$ cat src/rtl/rr_arb_pkg.sv
// rtl/rr_arb_pkg.sv - shared types and constants for the 8-client round-robin arbiter
//
// Contents:
//   N_REQ   : number of requesting clients (matches the 3-bit decoder input)
//   IDX_W   : width of an encoded client index
//   HOLD_W  : width of the grant hold counter
//   state_t : arbiter FSM states
package rr_arb_pkg;

  localparam int N_REQ  = 8;
  localparam int IDX_W  = 3;
  localparam int HOLD_W = 8;

  typedef enum logic [1:0] {
    IDLE  = 2'd0,
    GRANT = 2'd1,
    GAP   = 2'd2
  } state_t;

endpackage

$ cat src/rtl/rr_pick8.sv
// rtl/rr_pick8.sv - combinational round-robin winner selection for 8 clients
//
// Ports:
//   req [7:0] in  : request levels, bit i is client i
//   ptr [2:0] in  : last served client; search starts at ptr+1
//   any       out : at least one request is pending
//   win [2:0] out : first requesting client at or after ptr+1, wrapping 7 -> 0
module rr_pick8
  import rr_arb_pkg::*;
(
  input  logic [N_REQ-1:0] req,
  input  logic [IDX_W-1:0] ptr,
  output logic             any,
  output logic [IDX_W-1:0] win
);

  logic [IDX_W-1:0]   start;
  logic [2*N_REQ-1:0] req_dbl;
  logic [N_REQ-1:0]   req_rot;
  logic [IDX_W-1:0]   offset;

  // 3-bit addition wraps naturally, so ptr=7 starts the search at client 0.
  assign start = ptr + 3'd1;

  // Doubling the vector lets a plain part-select implement the rotation:
  // req_rot[j] is client (start + j) mod 8.
  assign req_dbl = {req, req};
  assign req_rot = req_dbl[start +: N_REQ];

  // Lowest set bit of the rotated vector is the closest client after ptr.
  // Scanning downward lets the lowest index overwrite higher ones.
  always_comb begin
    offset = '0;
    for (int j = N_REQ - 1; j >= 0; j--) begin
      if (req_rot[j]) begin
        offset = IDX_W'(j);
      end
    end
  end

  assign any = |req;
  assign win = start + offset;

endmodule

$ cat src/rtl/rr_arbiter_8.sv
// rtl/rr_arbiter_8.sv - 8-client round-robin arbiter with hold timeout and encoded grant
//
// Ports:
//   clk            in  : system clock, rising edge
//   rst            in  : synchronous active-high reset
//   req [7:0]      in  : per-client request level
//   done           in  : one-cycle release pulse from the granted client
//   grant_en       out : grant valid (decoder enable)
//   grant_idx[2:0] out : granted client (decoder input); held while grant_en is low
//   busy           out : high while a grant or its trailing gap cycle is in progress
//   timeout        out : one-cycle pulse when a grant was force-released by the hold limit
module rr_arbiter_8
  import rr_arb_pkg::*;
#(
  parameter int unsigned MAX_HOLD = 16
) (
  input  logic             clk,
  input  logic             rst,
  input  logic [N_REQ-1:0] req,
  input  logic             done,
  output logic             grant_en,
  output logic [IDX_W-1:0] grant_idx,
  output logic             busy,
  output logic             timeout
);

  localparam logic [HOLD_W-1:0] HOLD_LIMIT = HOLD_W'(MAX_HOLD);

  state_t              state_q, state_d;
  logic [IDX_W-1:0]    ptr_q, ptr_d;
  logic [HOLD_W-1:0]   hold_q, hold_d;
  logic                grant_en_d;
  logic [IDX_W-1:0]    grant_idx_d;
  logic                busy_d;
  logic                timeout_d;

  logic                pick_any;
  logic [IDX_W-1:0]    pick_win;

  logic                rel_done;
  logic                rel_drop;
  logic                rel_limit;

  rr_pick8 u_pick (
    .req (req),
    .ptr (ptr_q),
    .any (pick_any),
    .win (pick_win)
  );

  assign rel_done  = done;
  assign rel_drop  = ~req[grant_idx];
  assign rel_limit = (hold_q == HOLD_LIMIT);

  always_ff @(posedge clk) begin
    if (rst) begin
      state_q   <= IDLE;
      ptr_q     <= 3'd7;
      hold_q    <= '0;
      grant_en  <= 1'b0;
      grant_idx <= '0;
      busy      <= 1'b0;
      timeout   <= 1'b0;
    end else begin
      state_q   <= state_d;
      ptr_q     <= ptr_d;
      hold_q    <= hold_d;
      grant_en  <= grant_en_d;
      grant_idx <= grant_idx_d;
      busy      <= busy_d;
      timeout   <= timeout_d;
    end
  end

  always_comb begin
    state_d     = state_q;
    ptr_d       = ptr_q;
    hold_d      = hold_q;
    grant_en_d  = grant_en;
    grant_idx_d = grant_idx;
    busy_d      = busy;
    timeout_d   = 1'b0;

    unique case (state_q)
      IDLE: begin
        if (pick_any) begin
          grant_idx_d = pick_win;
          grant_en_d  = 1'b1;
          busy_d      = 1'b1;
          hold_d      = 8'd1;
          state_d     = GRANT;
        end
      end

      GRANT: begin
        if (rel_done || rel_drop || rel_limit) begin
          grant_en_d = 1'b0;
          ptr_d      = grant_idx;
          state_d    = GAP;
          // Only flag a timeout when the client did not let go on its own.
          timeout_d  = rel_limit && !rel_done && !rel_drop;
        end else begin
          hold_d = hold_q + 8'd1;
        end
      end

      GAP: begin
        // Dead cycle between consecutive grants; requests are not sampled here.
        busy_d  = 1'b0;
        state_d = IDLE;
      end

      default: begin
        grant_en_d = 1'b0;
        busy_d     = 1'b0;
        state_d    = IDLE;
      end
    endcase
  end

endmodule

$ cat config.mk
export PLATFORM = sky130hd
export DESIGN_NAME = rr_arbiter_8
export DESIGN_NICKNAME = d
export VERILOG_FILES = /design/src/rtl/rr_arb_pkg.sv /design/src/rtl/rr_pick8.sv /design/src/rtl/rr_arbiter_8.sv
export SDC_FILE = /design/constraint.sdc
export NUM_CORES = 1
export LEC_CHECK = 0
export ABC_AREA = 1
export CAP_MARGIN = 20
export CORE_ASPECT_RATIO = 1.5
export CORE_MARGIN = 4
export CORE_UTILIZATION = 48
export DETAILED_ROUTE_END_ITERATION = 7
export PLACE_DENSITY = 0.67
export SYNTH_ARGS = -nofsm -noshare
export SYNTH_HDL_FRONTEND = slang
export SYNTH_SLANG_ARGS = --single-unit
$ cat constraint.sdc
create_clock -name clk -period 7.4 [get_ports clk]
set_clock_uncertainty 0.15 [all_clocks]
set_input_delay 1.48 -clock clk [delete_from_list [all_inputs] [get_ports clk]]
set_output_delay 1.48 -clock clk [all_outputs]
set_load 0.01 [all_outputs]
# [Word-level counts from Yosys, hierarchy flattened]
# Cells that the tools add are included.
[op_classes] n_addsub=3 n_lt_le_gt_ge=1 n_eq_ne=6 shifts=1 mux=20 bitwise_logic=4 n_reduce_logical=15
[op_table] op="$mux W3" count=8
[op_table] op="$mux W8" count=2
[op_table] op="$pmux W8 S2" count=1
[op_table] op="$shiftx A16 B4 Y8" count=1
[op_table] op="$add A8 B1 Y8 const B" count=1
[op_table] op="$eq A8 B5 Y1 const B" count=1
[op_table] op="$reduce_and A2 Y1" count=4
[op_table] op="$reduce_or A8 Y1" count=1
[op_table] op="$ne A2 B2 Y1 const B" count=3
[op_table] op="$reduce_and A3 Y1" count=2
[op_table] op="$lt A3 B4 Y1 const B" count=1
[op_table] op="$mux W2" count=2
[op_table] op="$not A1 Y1" count=4
[op_table] op="$pmux W2 S2" count=1
[op_table] op="$add A3 B1 Y3 const B" count=1
[op_table] op="$add A3 B3 Y3" count=1
[op_table] op="$bmux W1 S3" count=1
[op_table] op="$mux W1" count=3
[op_table] op="$pmux W1 S3" count=1
[op_table] op="$reduce_or A3 Y1" count=1
[op_table] op="$eq A2 B1 Y1 const B" count=1
[op_table] op="$eq A2 B2 Y1 const B" count=1
[op_table] op="$logic_and A1 B1 Y1" count=2
[op_table] op="$logic_not A2 Y1" count=1
[op_table] op="other kinds (4)" count=5
[word_totals] reg_bits=19 input_bits=11 elab_cells=57

# [Longest topological paths before layout]
[logic_depth] depth_word=11 depth_mapped=23 ltp_nobuf=23

# [By module]
# A second synthesis with hierarchy kept.
[unflattened] cells_unflattened=251 hier_area_um2=1516.5
[modules_own_cells] module="rr_arbiter_8" instances=1 cells_each=150 area_each_um2=974.7
[modules_own_cells] module="rr_pick8" instances=1 cells_each=101 area_each_um2=541.8

# [Least setup slack after synthesis]
# OpenSTA, ideal clock, no wires.
[synth_timing] path_kind="input to register" startpoint="input req[4]" endpoint="register grant_idx[2]" setup_time_ns=0.109 arrival_ns=3.118 setup_slack_ns=4.023 stages=20 cell_sequence="nand2_1 > nand3_1 > nand3_1 > nand2_1 > inv_1 > nand2_1 > nand2_1 > nand2_1 > nand2_1 > nand2_1 > a21oi_1 > ha_1 > inv_1 > fa_1 > xor2_1 > inv_1 > nand2_1 > nand3_1 > nand2_1 > inv_1"
[synth_via] elab_chain_len=10 elab_cells_between_ends=12
[synth_lines] item="start, declared" line="rr_arbiter_8.sv:19" rtl="input logic [N_REQ-1:0] req,"
[synth_lines] item="$shiftx A16 B4 Y8" line="rr_pick8.sv:28" rtl="assign req_rot = req_dbl[start +: N_REQ];"
[synth_lines] item="$mux W3 (8 in a row)" line="rr_pick8.sv:35" rtl="if (req_rot[j]) begin"
[synth_lines] item="$add A3 B3 Y3" line="rr_pick8.sv:42" rtl="assign win = start + offset;"
[synth_lines] item="end signal, assigned" line="rr_arbiter_8.sv:69" rtl="grant_idx <= grant_idx_d;"
[synth_lines] item="end, declared" line="rr_arbiter_8.sv:22" rtl="output logic [IDX_W-1:0] grant_idx,"
# Parallel ways exist; a longest one is shown, timed or not.
# A chain may end at the register's enable or synchronous reset.

# [Final worst setup path]
# Same ends and word-level chain as after synthesis.

==> impl_metrics.py <==
metrics = {
    "min_path": {
        "hp-start": "grant_en",
        "min_path_cells": 2,
        "holdCritPathClass": "register to register",
    },
    "logic_synthesis": {
        "yosys_warnings": 0,
        "synth_top_area_frac": 0.2482,
        "ys_types": 31,
        "syn_inst": 248,
        "syn_area_um2": 1533,
        "ys_seq_area_frac": 0.2482,
        "synth_area_leaders": "dfxtp_1, nand2_1, nand3_1, inv_1, nor2_1",
        "yosysTopAreaCell": "dfxtp_1",
        "synth_nets": 264,
        "postSynthAreaPerCell_um2": 6.180,
        "synth-seq-cells": 19,
    },
    "layout": {
        "final_nets": 281,
        "n_fill_cell": 319,
        "layout.cells.non_filler": 303,
        "final_area_um2": 1743,
        "area_growth_pct": 13.71,
        "diodes": 0,
        "final_cell_mix": "nand2_1, nand3_1, inv_1",
        "mostFrequentLayoutCell": "nand2_1",
        "final_layout_size_suffix_gt1_frac": 0.07955,
    },
    "cts": {
        "cts_buffers": 3,
        "htreeDepth": 1,
        "cts_resized": 0,
        "cts_setup_buffers": 0,
        "clock_sinks": 19,
        "cts_hold_buf": 0,
        "cts_root_buffer": "clkbuf_8",
        "clk_path_buf_depth": 2,
        "cts_tree": "built",
        "clk_pin_slew_ns": 0.07,
        "clkLatencyLatePin_ns": 0.26,
    },
    "critical_path": {
        "setup.worst_path.start": "req[4]",
        "path_max_fanout": 4,
        "rr_startpoint": "ptr_q[0]",
        "endpoint": "grant_idx[2]",
        "arrival_ns": 3.85,
        "crit_path_start_kind": "input pin",
        "rr_endpoint": "grant_idx[2]",
        "critPathKind": "input pin to register",
        "crit_path_end_kind": "register",
        "rrSetupSlack_ns": 4.19,
        "crit_required_ns": 7.41,
        "r2r_cells": 20,
    },
    "timing": {
        "max_freq_mhz": 260.5,
        "setup_ws_ns": 3.561,
        "finalCritPeriodShare": 0.5188,
        "setup_tns_ns": 0,
        "slew-limit-headroom": 0.5016,
        "tightestPinTransition_ns": 0.7454,
        "fin_crit_ns": 3.839,
        "drv_slew": 0,
        "setup_viol": 0,
        "finalHoldViolations": 0,
        "rsz0062_at_grt": "no",
    },
    "detailed_routing": {
        "wl_mm": 3.885,
        "vias": 1581,
        "antenna_left": 0,
        "drt-initial-drc-count": 52,
        "drc": 0,
        "wire_per_inst_um": 12.82,
        "vias_per_cell": 5.218,
        "dr.pass1.iters": 5,
    },
    "die": {
        "rows": 24,
        "coreArea_um2": 3003,
        "die-area_um2": 4180,
        "die_h_um": 77.21,
        "die_w_um": 54.14,
        "start_util": 0.5104,
        "io_pins": 17,
    },
    "outcome": {
        "status": "finished, final reports clean",
    },
    "power": {
        "p_switching_w": 0.0003078,
        "swShare": 0.5058,
        "intPower_w": 0.0003007,
        "ir_drop_mv": 0.2033,
        "seqPwrFrac": 0.243,
        "finalPower_w": 0.0006084,
        "leakage_nw": 0.8132,
        "power-per-cell-area_nw_per_um2": 349.1,
        "comb_power_share": 0.638,
        "pwr-share-clk": 0.119,
    },
    "global_routing": {
        "grt_pass1_wl_mm": 6.492,
        "grt_pass1_vias": 1510,
        "grt_max_degree": 16,
        "track_usage": 0.2067,
        "grt_overflow": 0,
        "antenna_found_initial": 0,
    },
    "placed_design": {
        "placed_area_um2": 1698,
        "dp_hpwl_mm": 3.047,
        "gp_congestion": 0.8281,
        "pre_cts_slack_ns": 3.292,
        "place_inst": 299,
        "portBuffers": 16,
    },
    "job": {
        "maxCapViolCount": 0,
    },
}
## stage by stage
| stage | utilization | hold slack, ns |
|---|---|---|
| 4_1_cts | 0.5804 | 0.3149 |
| 3_3_place_gp | 0.5654 | 0.2927 |
| 5_1_grt | 0.5804 | 0.3217 |
| 6_report | 0.5804 | 0.3093 |
| 2_1_floorplan | - | 0.2829 |
| 3_5_place_dp | 0.5654 | 0.3041 |
## per-layer routing
layer  wire length (um)  share of wire  GRT usage
met1               1501           0.39     0.1979
met2               2184           0.56     0.4005
met3                 80          0.021    0.02907
met4                117          0.030    0.08479
met5                  0              0          0
## critical path: stages
cell and delay, ns:
clkdlybuf4s50_1 0.47, nand2_1 0.12, nand3_1 0.15, nand3_1 0.12, nand2_1 0.09, inv_1 0.06, nand2_1 0.04, nand2_1 0.05
nand2_1 0.04, nand2_1 0.05, nand2_1 0.04, a21oi_1 0.12, ha_1 0.15, inv_1 0.05, fa_1 0.37, xor2_1 0.20
inv_1 0.06, nand2_1 0.06, nand3_1 0.06, nand2_1 0.06, inv_1 0.04
## power groups by stage
stage / registers (W) / logic, W / clock network [W]
2_1_floorplan: 0.000144 / 0.000305 / 0
3_3_place_gp: 0.000150 / 0.000392 / 0
3_5_place_dp: 0.000150 / 0.000389 / 0
4_1_cts: 0.000148 / 0.000392 / 0.0000748
5_1_grt: 0.000151 / 0.000443 / 0.0000787
6_report: 0.000148 / 0.000388 / 0.0000727
## state kept, by name (all words and copies together), names as in the netlist
register	flops
state_q	2
hold_q	8
grant_en	1
grant_idx	3
busy	1
timeout	1
ptr_q	3
## cell families (layout without fill, tap and decap cells)
logic type,count (synthesis),after routing,share of synthesized area
AOI/OAI and AO/OA,21,21,0.07755
adders and majority gates,5,5,0.04572
buffers and inverters,34,50,0.1061
xor gates and xnor gates,6,6,0.03429
DFF,19,19,0.2482
and+or+nand+nor,163,163,0.4882
## cell usage after synthesis
library cell	n
nand2_1	80
nand3_1	41
inv_1	26
nor2_1	23
dfxtp_1	19
a21oi_1	13
ha_1	4
xor2_1	4
nand2_2	3
nand3_2	3
nand4_1	3
nor2_2	3
o21ai_0	3
buf_6	2
inv_4	2
nor3b_1	2
o21ai_1	2
xnor2_1	2
buf_4	1
clkbuf_8	1
clkinv_2	1
fa_1	1
inv_2	1
nand2_4	1
nand4_4	1
nor2_4	1
nor3_1	1
nor4_1	1
o211ai_2	1
o21ai_2	1
o21bai_1	1
## cell type report
cell class | instances | area, um2 | area share
multi-input combinational | 195 | 989.7 | 0.5678
sequential | 19 | 380.4 | 0.2182
timing repair buffer | 16 | 160.2 | 0.09189
inverter | 30 | 118.9 | 0.06820
tap | 39 | 48.80 | 0.02800
clock buffer | 4 | 45.04 | 0.02584
## how the worst min path moves through the flow
stage	slack, ns	endpoint
global placement	0.29	ptr_q[1]
finish	0.31	grant_en
floorplan	0.28	ptr_q[1]
detailed placement	0.30	ptr_q[1]
CTS	0.31	grant_en
global route	0.32	grant_en
(Power assumes the default switching activity.)
